$ cat config.mk
export PLATFORM = sky130hd
export DESIGN_NAME = mux4_rr_arbiter_flat
export DESIGN_NICKNAME = d
export VERILOG_FILES = /design/src/rtl/mux4_rr_arbiter_pkg.sv /design/src/rtl/mux4_rr_arbiter_if.sv /design/src/rtl/mux4_rr_arbiter_sel_path.sv /design/src/rtl/mux4_rr_arbiter.sv /design/src/flat_wrapper.sv
export SDC_FILE = /design/constraint.sdc
export NUM_CORES = 1
export LEC_CHECK = 0
export ABC_AREA = 1
export CORE_MARGIN = 3
export CORE_UTILIZATION = 35
export DETAILED_ROUTE_END_ITERATION = 10
export PLACE_DENSITY = 0.65
export SYNTH_ARGS = -nofsm -noshare
export SYNTH_HDL_FRONTEND = slang
export SYNTH_HIERARCHICAL = 1
export SYNTH_SLANG_ARGS = --single-unit
$ cat constraint.sdc
create_clock -name clk -period 1.4 [get_ports clk]
set_input_delay 0.42 -clock clk [delete_from_list [all_inputs] [get_ports clk]]
set_output_delay 0.42 -clock clk [all_outputs]
set_load 0.02 [all_outputs]
$ cat src/rtl/mux4_rr_arbiter_pkg.sv
// Shared types and helpers for the 4-requester round-robin mux arbiter.
// Holds the state encoding and the rotating-priority winner pick.
package mux_arb_pkg;

  localparam int NUM_REQ = 4;
  localparam int SEL_W   = 2;

  typedef enum logic {
    ST_IDLE = 1'b0,
    ST_BUSY = 1'b1
  } state_e;

  // Scan last_ptr+1 .. last_ptr+4 (mod 4); the nearest set bit wins.
  // The loop runs far-to-near so the nearest candidate overwrites the rest.
  function automatic logic [SEL_W-1:0] rr_pick(input logic [NUM_REQ-1:0] req,
                                               input logic [SEL_W-1:0]   last_ptr);
    logic [SEL_W-1:0] idx;
    rr_pick = last_ptr;
    for (int k = NUM_REQ; k >= 1; k--) begin
      idx = last_ptr + SEL_W'(k);
      if (req[idx]) rr_pick = idx;
    end
  endfunction

endpackage

$ cat src/rtl/mux4_rr_arbiter_if.sv
// Request/grant/data bundle between the requesters and the mux arbiter.
// master = requester side, slave = arbiter side.
interface mux4_rr_arbiter_if;
  import mux_arb_pkg::*;

  logic [NUM_REQ-1:0] req;
  logic [NUM_REQ-1:0] data_in;
  logic [NUM_REQ-1:0] grant;
  logic [SEL_W-1:0]   sel;
  logic               valid;
  logic               y_out;
  logic               timeout;

  modport master (
    output req, data_in,
    input  grant, sel, valid, y_out, timeout
  );

  modport slave (
    input  req, data_in,
    output grant, sel, valid, y_out, timeout
  );

endinterface

$ cat src/rtl/mux4_rr_arbiter_sel_path.sv
// 4:1 bit-select datapath: forwards data_in[sel] only while a grant is active.
module mux4_sel_path
  import mux_arb_pkg::*;
(
  input  logic [NUM_REQ-1:0] data_in_i,
  input  logic [SEL_W-1:0]   sel_i,
  input  logic               valid_i,
  output logic               y_out_o
);

  assign y_out_o = valid_i & data_in_i[sel_i];

endmodule

$ cat src/rtl/mux4_rr_arbiter.sv
// Round-robin arbiter owning one 4:1 mux path; owner holds until it drops req.
// Optional forced release after MAX_HOLD busy cycles when ARB_TIMEOUT_EN is defined.
//
// state   | meaning
// --------+-------------------------------------------------------------
// ST_IDLE | no owner; arbitrate among req on the next edge (dead cycle)
// ST_BUSY | grant held by requester sel until it drops req (or times out)
module mux4_rr_arbiter
  import mux_arb_pkg::*;
#(
  parameter int MAX_HOLD = 16,
  parameter int CNT_W    = 5
) (
  input  logic               clk,
  input  logic               rst_n,
  mux4_rr_arbiter_if.slave   bus
);

  if ((1 << CNT_W) <= MAX_HOLD) begin : g_bad_cnt_w
    $error("CNT_W too narrow for MAX_HOLD");
  end

  state_e             state_q, state_d;
  logic [NUM_REQ-1:0] grant_q, grant_d;
  logic [SEL_W-1:0]   sel_q, sel_d;
  logic [SEL_W-1:0]   last_ptr_q, last_ptr_d;
  logic [SEL_W-1:0]   winner;
  logic               valid;

`ifdef ARB_TIMEOUT_EN
  logic [CNT_W-1:0]   hold_cnt_q, hold_cnt_d;
  logic               timeout_q, timeout_d;
`endif

  always_comb begin
    state_d    = state_q;
    grant_d    = grant_q;
    sel_d      = sel_q;
    last_ptr_d = last_ptr_q;
    winner     = rr_pick(bus.req, last_ptr_q);
`ifdef ARB_TIMEOUT_EN
    hold_cnt_d = hold_cnt_q;
    timeout_d  = 1'b0;
`endif
    case (state_q)
      ST_IDLE: begin
        if (|bus.req) begin
          grant_d    = NUM_REQ'(1) << winner;
          sel_d      = winner;
          state_d    = ST_BUSY;
`ifdef ARB_TIMEOUT_EN
          hold_cnt_d = '0;
`endif
        end
      end
      ST_BUSY: begin
        // sel is left untouched on release; only grant/valid gate the path
        if (!bus.req[sel_q]) begin
          grant_d    = '0;
          last_ptr_d = sel_q;
          state_d    = ST_IDLE;
        end
`ifdef ARB_TIMEOUT_EN
        else if (hold_cnt_q == CNT_W'(MAX_HOLD - 1)) begin
          grant_d    = '0;
          last_ptr_d = sel_q;
          timeout_d  = 1'b1;
          state_d    = ST_IDLE;
        end else if (hold_cnt_q != '1) begin
          hold_cnt_d = hold_cnt_q + CNT_W'(1);
        end
`endif
      end
      default: begin
        grant_d = '0;
        state_d = ST_IDLE;
      end
    endcase
  end

  always_ff @(posedge clk) begin
    if (!rst_n) begin
      state_q    <= ST_IDLE;
      grant_q    <= '0;
      sel_q      <= '0;
      last_ptr_q <= SEL_W'(NUM_REQ - 1);
`ifdef ARB_TIMEOUT_EN
      hold_cnt_q <= '0;
      timeout_q  <= 1'b0;
`endif
    end else begin
      state_q    <= state_d;
      grant_q    <= grant_d;
      sel_q      <= sel_d;
      last_ptr_q <= last_ptr_d;
`ifdef ARB_TIMEOUT_EN
      hold_cnt_q <= hold_cnt_d;
      timeout_q  <= timeout_d;
`endif
    end
  end

  assign valid     = |grant_q;
  assign bus.grant = grant_q;
  assign bus.sel   = sel_q;
  assign bus.valid = valid;
`ifdef ARB_TIMEOUT_EN
  assign bus.timeout = timeout_q;
`else
  assign bus.timeout = 1'b0;
`endif

  mux4_sel_path u_sel_path (
    .data_in_i (bus.data_in),
    .sel_i     (sel_q),
    .valid_i   (valid),
    .y_out_o   (bus.y_out)
  );

endmodule

$ cat src/flat_wrapper.sv
// flat-port wrapper written by rule: the top's interface ports become plain ports
module mux4_rr_arbiter_flat import mux_arb_pkg::*;
#(
  parameter int MAX_HOLD = 16,
  parameter int CNT_W    = 5
)
  (clk, rst_n, bus_req, bus_data_in, bus_grant, bus_sel, bus_valid, bus_y_out, bus_timeout);
  mux4_rr_arbiter_if bus_i ();
  input  logic clk;
  input  logic rst_n;
  input wire logic [$bits(bus_i.req)-1:0] bus_req;
  input wire logic [$bits(bus_i.data_in)-1:0] bus_data_in;
  output wire logic [$bits(bus_i.grant)-1:0] bus_grant;
  output wire logic [$bits(bus_i.sel)-1:0] bus_sel;
  output wire logic [$bits(bus_i.valid)-1:0] bus_valid;
  output wire logic [$bits(bus_i.y_out)-1:0] bus_y_out;
  output wire logic [$bits(bus_i.timeout)-1:0] bus_timeout;
  assign bus_i.req = bus_req;
  assign bus_i.data_in = bus_data_in;
  assign bus_grant = bus_i.grant;
  assign bus_sel = bus_i.sel;
  assign bus_valid = bus_i.valid;
  assign bus_y_out = bus_i.y_out;
  assign bus_timeout = bus_i.timeout;
  mux4_rr_arbiter #(.MAX_HOLD(MAX_HOLD), .CNT_W(CNT_W)) u_core (.clk(clk), .rst_n(rst_n), .bus(bus_i));
endmodule
# Word level (Yosys, flattened, before mapping)
# Cells that the tools add are included.
[totals]
reg_bits = 9
latch_bits = 0
ram_bits = 0
rom_bits = 0
word_cells = 41
memories = 0
[classes]
add_sub_neg = 3
mul = 0
div = 0
n_lt_le_gt_ge = 4
n_eq_ne = 2
shift = 1
n_mux = 19
n_bitwise = 3
n_reduce_logical = 5
[op_table]
columns = ["cell", "n"]
rows = [
  ["$lt 2x3->1 const B", 4],
  ["$bmux 1 s2", 5],
  ["$mux 4", 2],
  ["$pmux 4 s2", 1],
  ["$reduce_or 4->1", 2],
  ["$mux 1", 7],
  ["$mux 2", 3],
  ["$reduce_and 2->1", 3],
  ["$add 2x2->2 const B", 2],
  ["$shl 1x2->4 const A", 1],
  ["$add 2x1->2 const B", 1],
  ["$ne 2x1->1 const B", 1],
  ["$ne 2x2->1 const B", 1],
  ["$not 1->1", 2],
  ["$pmux 1 s2", 1],
  ["$and 1x1->1", 1],
]

# Depth between registers and ports, before layout
[depth]
word_depth = 9
depth_mapped = 12
depth_no_buf = 11

# Cells and area by module
# The synthesis kept the hierarchy.
[by_module_without_submodules]
columns = ["mod", "instances", "cells_each", "area_per_inst_um2"]
rows = [
  ["mux4_rr_arbiter", 1, 93, 618.1],
  ["mux4_sel_path", 1, 14, 56.3],
]

# Least setup slack after synthesis
# No wires, ideal clock.
[synth_path]
path_type = "flip-flop to output port"
start = "register u_core.grant_q[3], in the netlist u_core/bus.grant[3]"
end = "output port bus_y_out"
t_arrival_ns = 1.217
required_time_ns = 0.980
slack_ns = -0.237
path_stages_with_launch = 4
n_path_buf = 0
path_cell_list = "dfxtp_1 > or4_1 > inv_1 > a21oi_1"
[synth_between]
elab_chain_cells = 2
[synth_lines]
columns = ["element", "line_no", "rtl"]
rows = [
  ["start: declaration", "mux4_rr_arbiter.sv:24", "logic [NUM_REQ-1:0] grant_q, grant_d;"],
  ["start signal: assignment", "mux4_rr_arbiter.sv:93", "grant_q <= grant_d;"],
  ["$reduce_or 4->1", "mux4_rr_arbiter.sv:103", "assign valid = |grant_q;"],
  ["via bus_valid", "flat_wrapper.sv:15", "output wire logic [$bits(bus_i.valid)-1:0] bus_valid;"],
  ["$and 1x1->1", "mux4_rr_arbiter_sel_path.sv:11", "assign y_out_o = valid_i & data_in_i[sel_i];"],
  ["end: declaration", "flat_wrapper.sv:16", "output wire logic [$bits(bus_i.y_out)-1:0] bus_y_out;"],
]
# The timed path passes the listed nets, and every way through them passes these cells.

# Worst setup path after layout
[layout_path]
start = "register u_core.grant_q[2], in the netlist u_core/bus.grant[2]"
end = "output port bus_y_out"
[layout_between]
elab_chain_cells = 2
[layout_lines]
columns = ["element", "line_no"]
rows = [
  ["$reduce_or 4->1", "mux4_rr_arbiter.sv:103"],
  ["$and 1x1->1", "mux4_rr_arbiter_sel_path.sv:11"],
]
# Every way passes these cells.

==> summary.txt <==
Global route
  • Vias in the first global route: 698
  • First-pass GRT wire length: 2950 um
  • Antenna violations before repair: 0
  • Overflow after GRT: 0
  • GRT Util Overall: 15.5%
  • Largest net degree at the start of global routing: 10

Placed design
  • Gpl congestion: 0.796
  • Post-DP HPWL: 1320 um
  • DP Cell Count: 161
  • Placed Instance Area: 985 um2
  • PortBufs: 17

Timing
  • Hold Slack: 605 ps
  • Endpoints failing hold: 0
  • Worst clock skew: 0.577 ps
  • Post-layout minimum cycle time: 1750 ps
  • Fin Setup TNS: -692 ps
  • Tcrit/Tclk final: 125%
  • Fmax: 571 MHz
  • Final setup viols: 5
  • RSZ-0062 raised after global routing: true
  • Setup ws final: -352 ps
  • Max Slew Vio Count: 0

Logic synthesis
  • Post-synth top cells: nand2_1 (28), inv_1 (18), nand2_2 (13)
  • Yosys top cell area share: 26.7%
  • XOR/XNOR share of the synthesized area: 0%
  • Main flop type after synthesis: dfxtp_1
  • Adder-Cell Fraction of Synth Area: 0%
  • Syn Inst Count: 107
  • Largest cells by area after synthesis: dfxtp_1 (27%), nand2_1 (16%), nand2_2 (12%)
  • Syn_nets: 117
  • Cell Area, Synth: 674 um2
  • EDFF count, synth: 0
  • Post-Synth Simple-Gate Area: 43.6%
  • Mapped Avg Cell Area: 6.30 um2
  • Yosys warns: 6
  • Post-synthesis register bit count: 9
  • Most area-hungry cell type in the Yosys netlist: dfxtp_1
  • Sequential share of the synthesized area: 26.7%
  • Mux share of post-synthesis cell area: 0%
  • Netlist cell types: 21
  • Synth Area in Compound Gates: 13.9%
  • Count leader, synth: nand2_1
  • Asr flop ratio synth: 0%
  • Main combinational cell family by area after synthesis: simple AND/OR/NAND/NOR gates

Drt
  • ANT nets after route: 0
  • Routed vias/inst: 4.79
  • Total wire length: 2030 um
  • Vias: 810
  • Drc violations: 0
  • DR WL/cell: 12.0 um
  • Drt pass-1 iters: 4
  • Iteration-0 DRC Markers: 21

Finish
  • Design Area, Final: 1170 um2
  • Area growth, synth to finish: 73.7%
  • Finished Layout Cells: 169
  • Layout cell share with drive strength beyond 1: 54.2%
  • Nets@finish: 155
  • Ant diodes: 0

CTS
  • Hold Buf Count CTS: 0
  • CTS sink cnt: 9
  • Clock latency on the worst-skew pair: 250 ps
  • Worst-path clk slew: 60 ps
  • CTS Root Cell: clkbuf_4
  • Deepest clock path buffer count: 2
  • CTS HTree Levels: 1
  • CTS buffer count: 3
  • CTS tree: yes

Power
  • Leakage: 0.616 nW
  • Sw power: 0.682 mW
  • Peak VDD IR: 0.000912 V
  • Pwr Density: 1310 nW/um2
  • Clk pwr share: 12.8%
  • Sequential share of power: 23.6%
  • Sw Ratio: 44.6%
  • Internal: 0.847 mW
  • Gate power share: 63.6%
  • Total power: 1.53 mW

Setup path
  • CP arrival: 1330 ps
  • Max FO, Critical Path: 2
  • Reg2Reg Depth: 11
  • Critical Path RT: 980 ps
  • Setup crit start kind: flop
  • Critical path class: reg -> out
  • Crit end category: output pin

Floorplan
  • Die height: 49.9 um
  • Die Wd: 49.9 um
  • FP Rows: 15
  • Die area: 2490 um2
  • Core ar.: 1760 um2
  • IO Count: 19
  • Initial Util: 38.2%

Run
  • Max Cap Viol: 0

Run status
  • Failing checks: setup timing
  • Status: complete, but fails checks

Hold path
  • Min-delay worst type: reg -> reg
  • Worst hold path cell count: 3
-- power groups by stage --
stage | logic, mW | registers (mW) | clock network, mW
final | 0.973 | 0.360 | 0.196
after detailed placement | 0.795 | 0.351 | 0
after CTS | 0.779 | 0.347 | 0.200
after floorplan | 0.431 | 0.400 | 0
after global placement | 0.784 | 0.350 | 0
after global routing | 1.05 | 0.366 | 0.218
-- critical path, stage by stage, from the launching register on --
cell and delay [ps]:
dfxtp_2 320, or4_4 530, inv_2 70, a21oi_2 30, buf_6 120
-- path summary, 6_finish.rpt --
check | startpoint | end | slack, ps
worst max-delay path | u_core/bus.grant[2]$_SDFFE_PN0P_ | bus_y_out | -350
worst min register to register | u_core/bus.grant[0]$_SDFFE_PN0P_ | u_core/bus.grant[0]$_SDFFE_PN0P_ | 610
worst min-delay path | u_core/bus.grant[0]$_SDFFE_PN0P_ | u_core/bus.grant[0]$_SDFFE_PN0P_ | 610
worst max register to register | u_core/last_ptr_q[0]$_SDFFE_PN1P_ | u_core/bus.grant[2]$_SDFFE_PN0P_ | -20
-- metal layers --
layer	GRT usage (%)	vias up	share of wire [%]	wire length (um)
li1	-	412	-	-
met4	4.15	0	1.4	29
met5	0	-	0	0
met3	4.83	4	3.6	73
met2	27.3	17	49	993
met1	17.9	377	46	937
-- flip-flops by register name, indices dropped and copies added, names as in the netlist --
| signal | count |
|---|---|
| u_core/bus.grant | 4 |
| u_core/bus.sel | 2 |
| u_core/last_ptr_q | 2 |
| u_core/state_q | 1 |
-- cells in the final DEF, fill, tap and decap left out, types with 2 or more instances in the layout --
master	instances
a21oi_1	7
o211ai_1	2
inv_1	13
nor2_2	2
buf_2	4
nand4_1	2
clkbuf_4	3
o21ai_0	3
buf_4	17
nand2_4	10
nand2_1	21
dfxtp_1	4
clkdlybuf4s50_1	4
nand2_2	10
o21ai_1	2
inv_2	7
a21oi_2	2
nand3_2	7
dlygate4sd2_1	4
dfxtp_2	4
-- through the flow --
stage	setup WS [ps]	util (%)
2_1_floorplan	-83.5	-
3_3_place_gp	-780	55.8
3_5_place_dp	-826	55.8
4_1_cts	-373	57.7
5_1_grt	-393	66.4
6_report	-352	66.4
-- cell type report --
cell class	instances	area [um2]
sequential	9	189
fill	157	593
tap	25	31.3
multi-input combinational	75	526
inverter	21	91.3
timing repair buffer	35	308
clock buffer	4	26.3
-- cells by family after synthesis --
kind of cell	Yosys count
AOI/OAI and AO/OA	17
buffers and inverters	23
and+or+nand+nor	57
other	1
DFF	9
-- repair_timing --
item,CTS,global route
setup endpoints to repair,15,14
pin swaps,6,20
gates resized for setup,39,39
cloned,0,1
setup buffers,0,3
Note: power is estimated with default switching activity, not from simulation.
==> RTL change 1 (config.mk and constraints unchanged) <==
The option `ARB_TIMEOUT_EN` is turned on by a define.
--- a/src/rtl/mux4_rr_arbiter.sv
+++ b/src/rtl/mux4_rr_arbiter.sv
@@ -5,6 +5,8 @@
 // --------+-------------------------------------------------------------
 // ST_IDLE | no owner; arbitrate among req on the next edge (dead cycle)
 // ST_BUSY | grant held by requester sel until it drops req (or times out)
+`define ARB_TIMEOUT_EN
+
 module mux4_rr_arbiter
   import mux_arb_pkg::*;
 #(
Behaviour: no difference found for any inputs over 10 cycles, from zero or initial values and one cycle with rst_n low; that may be too few to reach the edited logic, so the function may still have changed.
==> RTL change 1 against the unedited design <==
  * The run still ends with setup timing left
  * Setup slack worse by 0.025 ns
  * Sequential cell count increased by 6
  * Critical path depth stayed put
  * Register-to-register slack got worse by 0.12 ns
  * Cell area up 38%
  * Wire length up 43%
  * Area after synthesis rose by 47%
  * Total power increased by 31%
  * Largest cell class unchanged
  * Highest routed layer unchanged
==> RTL change 1: results (changes against the unedited design) <==
{| class="wikitable"
! Metric !! Value
|-
| Area after DPL || 0.00136 mm^2 (+38%)
|-
| Count of non-CTS buffers in the layout || 38 (+8.6%)
|-
| Power density over cell area || 1230 mW/mm^2 (-5.6%)
|-
| Slack of the worst reg-to-reg path || -0.14 ns (-0.12 ns)
|-
| Final estimated routing congestion in global placement || 0.721 (-9.3%)
|-
| Share of the synthesized area in compound gates (AO/OA/AOI/OAI) || 0.140 (+0.000476)
|-
| Net count of the finished layout || 209 (+35%)
|-
| Maximum vdd drop || 0.963 mV (+5.6%)
|-
| Worst Hold Slack || 0.553 ns (-0.0521 ns)
|-
| Setup violators final || 11 (+6)
|-
| Clock-cell share of area || 0.0170 (-0.00543)
|-
| Total number of sequential cells || 15 (+6)
|-
| Leakage power || 0.756 nW (+23%)
|-
| Critical hold path startpoint || u_core/last_ptr_q[1]
|-
| Outcome || finished with violations
|-
| Part of the Yosys area used for sequential elements || 0.302 (+0.0347)
|-
| Synthesized instance count || 155 (+45%)
|-
| Fraction of the mapped netlist area in adder cells || 0.0377 (+0.0377)
|-
| Arrival time of data at the critical path endpoint || 1.36 ns (+0.03 ns)
|-
| Final setup TNS || -1.17 ns (-0.473 ns)
|-
| Syn_nets || 168 (+44%)
|-
| Wire length of the first global-routing pass || 4640 um (+57%)
|-
| Vias || 1146 (+41%)
|-
| Capture point of the worst reg-to-reg path || u_core/hold_cnt_q[3]
|-
| Post-place setup slack || -0.812 ns (+0.0132 ns)
|-
| Violated checks || setup timing
|-
| Start of the worst register-to-register path || u_core/hold_cnt_q[1]
|-
| Met2 wire length || 1570 um (+58%)
|-
| Final routed wire length divided by cell count || 13.0 um (+7.6%)
|-
| Setup ws final || -0.377 ns (-0.0252 ns)
|-
| Number of fill cells in the layout || 237 (+51%)
|-
| Met1 capacity usage during global routing || 0.189 (+0.0102)
|-
| Total instance count after detailed placement || 219 (+36%)
|-
| Routed via count divided by cell count || 5.09 (+6.3%)
|-
| Hold-critical path depth || 2 (-1)
|-
| Total routing resource utilization after global routing || 0.171 (+0.0158)
|-
| Met2 capacity usage during global routing || 0.315 (+0.0420)
|-
| Clock slew seen by the registers of the worst setup and hold paths || 0.09 ns (+0.03 ns)
|-
| Iteration-0 DRC Markers || 26 (+24%)
|}
[RTL change 1: changes by cell type after synthesis, moves of 2 or more]
cell     before  now
nand2_1      28   46
dfxtp_1       9   15
nor2_1        3    9
nand2_2      13    8
inv_2         2    6
a21oi_1       9   12
ha_1          0    3
inv_1        18   21
nand3_1       7    9
nor2_2        0    2
nor3_1        0    2
o21ai_1       1    3
[RTL change 1: worst max-delay path by stage]
stage               slack (ns)         to  depth (start not counted)           startpoint
floorplan                -0.08  bus_y_out                          3  u_core/bus.grant[0]
global placement         -0.78  bus_y_out                          6       bus_data_in[1]
detailed placement       -0.81  bus_y_out                          6       bus_data_in[1]
CTS                      -0.42  bus_y_out                          4  u_core/bus.grant[0]
global route             -0.43  bus_y_out                          4  u_core/bus.grant[3]
finish                   -0.38  bus_y_out                          4  u_core/bus.grant[3]
[RTL change 1: power by group through the flow]
stage | Clock, mW | Sequential (mW) | Combinational (mW)
finish | 0.250 | 0.567 | 1.18
global route | 0.285 | 0.579 | 1.30
CTS | 0.259 | 0.554 | 0.946
detailed placement | 0 | 0.556 | 0.957
global placement | 0 | 0.554 | 0.937
floorplan | 0 | 0.602 | 0.561
[RTL change 1: what timing repair did]
| action | in CTS | in global routing |
|---|---|---|
| buffers inserted | 0 | 1 |
| cloned | 1 | 0 |
| endpoints found under the setup margin | 23 | 17 |
| pin swaps | 5 | 30 |
| resized for setup | 49 | 59 |
[RTL change 1: critical path, stage by stage, from the launching register on]
cell     delay [ns]
dfxtp_1        0.32
or4_4          0.53
inv_2          0.06
a21oi_2        0.03
buf_6          0.12
[RTL change 1: cell families after synthesis]
| kind of cell | count (synthesis) |
|---|---|
| and+or+nand+nor | 83 |
| AOI/OAI and AO/OA | 24 |
| buffers and inverters | 30 |
| adders and majority gates | 3 |
| DFF | 15 |
==> RTL change 2 (same flow settings) <==
Made on the original files. Reset style: asynchronous (`rst_n`), changed in one clocked block.
--- a/src/rtl/mux4_rr_arbiter.sv
+++ b/src/rtl/mux4_rr_arbiter.sv
@@ -78,7 +78,7 @@
     endcase
   end
 
-  always_ff @(posedge clk) begin
+  always_ff @(posedge clk or negedge rst_n) begin
     if (!rst_n) begin
       state_q    <= ST_IDLE;
       grant_q    <= '0;
Check against the original RTL: differs if rst_n is asserted again (counterexample within 4 cycles, from zero or initial values and one cycle with rst_n low); with rst_n held inactive, the same outputs for 10 cycles.
==> RTL change 2 against the unedited design <==
  * The flow still finishes with violations (setup timing)
  * Clock skew rose by 0.0013 ns
  * Critical endpoint unchanged
  * Count of clock-buffer cells in the layout did not move
  * Area after synthesis up 4.8%
  * Global-route usage grew 0.67 points
  * Maximum frequency is 5.3% lower
  * Setup slack got worse by 0.098 ns
  * Wire length is 4.8% lower
  * Sequential cell count unchanged
  * Sequential share of layout area up 3.7 points
  * Cell area decreased by 1.5%
Power is not compared: it rests on default switching activity, and its combinational part moved more than twofold at a synthesized area within 25%.
==> RTL change 2: results (changes against the unedited design) <==
{| class="wikitable"
! Metric !! Value
|-
| Dominant register cell in the synthesized netlist || dfrtp_1
|-
| Worst Clk Skew || 0.00185 ns (+0.00127 ns)
|-
| Number of DRC violations after detailed routing || 0 (unchanged)
|-
| Met2 wire length || 988 um (-0.50%)
|-
| Warning count from the yosys run || 6 (unchanged)
|-
| Count of instances resized after the clock tree is built || 63 (+62%)
|-
| Iteration-0 DRC Markers || 9 (-57%)
|-
| Part of the Yosys area used for sequential elements || 0.322 (+0.0550)
|-
| Setup violators final || 9 (+4)
|-
| Global-route met3 utilization || 0.0262 (-0.0221)
|-
| Capture point of the worst reg-to-reg path || u_core/bus.grant[1]
|-
| Syn_nets || 118 (+0.85%)
|-
| Outcome || finished with violations
|-
| # port buffers || 17 (unchanged)
|-
| Slowest cell on crit path || or4_4
|-
| Violated checks || setup timing
|-
| TritonRoute pass-1 iters || 4 (unchanged)
|-
| Wire length the detailed router placed on met1 || 887 um (-5.3%)
|-
| Root Buffer || clkbuf_4
|-
| Final routed wire length divided by cell count || 11.5 um (-4.8%)
|-
| Reg2reg path depth || 12 (+1)
|-
| Wire length of the first global-routing pass || 3190 um (+8.2%)
|-
| Number of global-route vias before repair || 751 (+7.6%)
|-
| Number of distinct library cells after synthesis || 22 (+4.8%)
|-
| Number of hold buffers added after cts || 0 (unchanged)
|-
| Layout cells sized above 1 || 0.549 (+0.00694)
|-
| Asr flop ratio synth || 1.00 (+1.00)
|-
| Total routing resource utilization after global routing || 0.162 (+0.00670)
|-
| Post-place setup slack || -0.850 ns (-0.0245 ns)
|-
| Kind of cell adding the most delay to the critical path || simple AND/OR/NAND/NOR gates
|-
| Final setup TNS || -1.96 ns (-1.26 ns)
|-
| Vias || 774 (-4.4%)
|-
| Worst Hold Slack || 0.457 ns (-0.148 ns)
|-
| Number of fill cells in the layout || 165 (+5.1%)
|-
| Worst Setup SP || u_core/bus.grant[2]
|-
| Detailed-placement wirelength estimate || 1410 um (+6.7%)
|-
| H-tree Lvls || 1 (unchanged)
|-
| Sequential cell area || 229 um^2 (+21%)
|-
| Slack of the worst reg-to-reg path || -0.21 ns (-0.19 ns)
|-
| Routed length on met3 || 45 um (-38%)
|-
| Synth area leaders || dfrtp_1, nand2_1, nand2_2, dfstp_2, inv_1
|-
| Area after DPL || 0.00101 mm^2 (+2.4%)
|-
| Final estimated routing congestion in global placement || 0.793 (-0.38%)
|-
| Start of the worst register-to-register path || u_core/last_ptr_q[0]
|-
| Post-synth top cells || nand2_1, inv_1, nand2_2, dfrtp_1, nor2_1
|-
| Arrival time of data at the critical path endpoint || 1.43 ns (+0.10 ns)
|-
| Met2 capacity usage during global routing || 0.283 (+0.0101)
|-
| Met1 capacity usage during global routing || 0.200 (+0.0208)
|-
| Setup ws final || -0.450 ns (-0.0978 ns)
|-
| Buffers inserted by post-CTS timing repair || 4 (+4)
|-
| Cts bufs inserted || 3 (unchanged)
|-
| Syn avg cell area || 6.55 um^2 (+3.9%)
|-
| Tightest Hold Check Type || in2async
|}
-- RTL change 2: cell count changes after synthesis, sizes merged --
cell / change
dfxtp: -9
nand2: +9
dfrtp: +7
inv: -6
a21oi: -3
nor2: +3
dfstp: +2
nand3: -2
o211ai: -2
o21ai: +2
clkinv: +1
nand4: -1
-- RTL change 2: report_power, final --
part	leakage, nW	internal (mW)	switching, mW	total (mW)
Sequential	0.107	0.400	0.118	0.518
Clock	0.0150	0.110	0.0878	0.198
Combinational	0.498	0.996	1.31	2.31
-- RTL change 2: logic make-up (layout without fill, tap and decap cells) --
kind of cell / Yosys count / count (layout) / share of synthesized area
AO/OA/AOI/OAI: 14 / 14 / 0.115
buffers and inverters: 18 / 54 / 0.124
flip-flops: 9 / 9 / 0.322
other: 1 / 1 / 0.00530
AND/OR/NAND/NOR: 66 / 66 / 0.434
-- RTL change 2: cell type report --
class,instances,area share
multi-input combinational,81,0.435
tap,25,0.0271
sequential,9,0.198
inverter,16,0.0618
timing repair buffer,34,0.255
clock buffer,4,0.0228
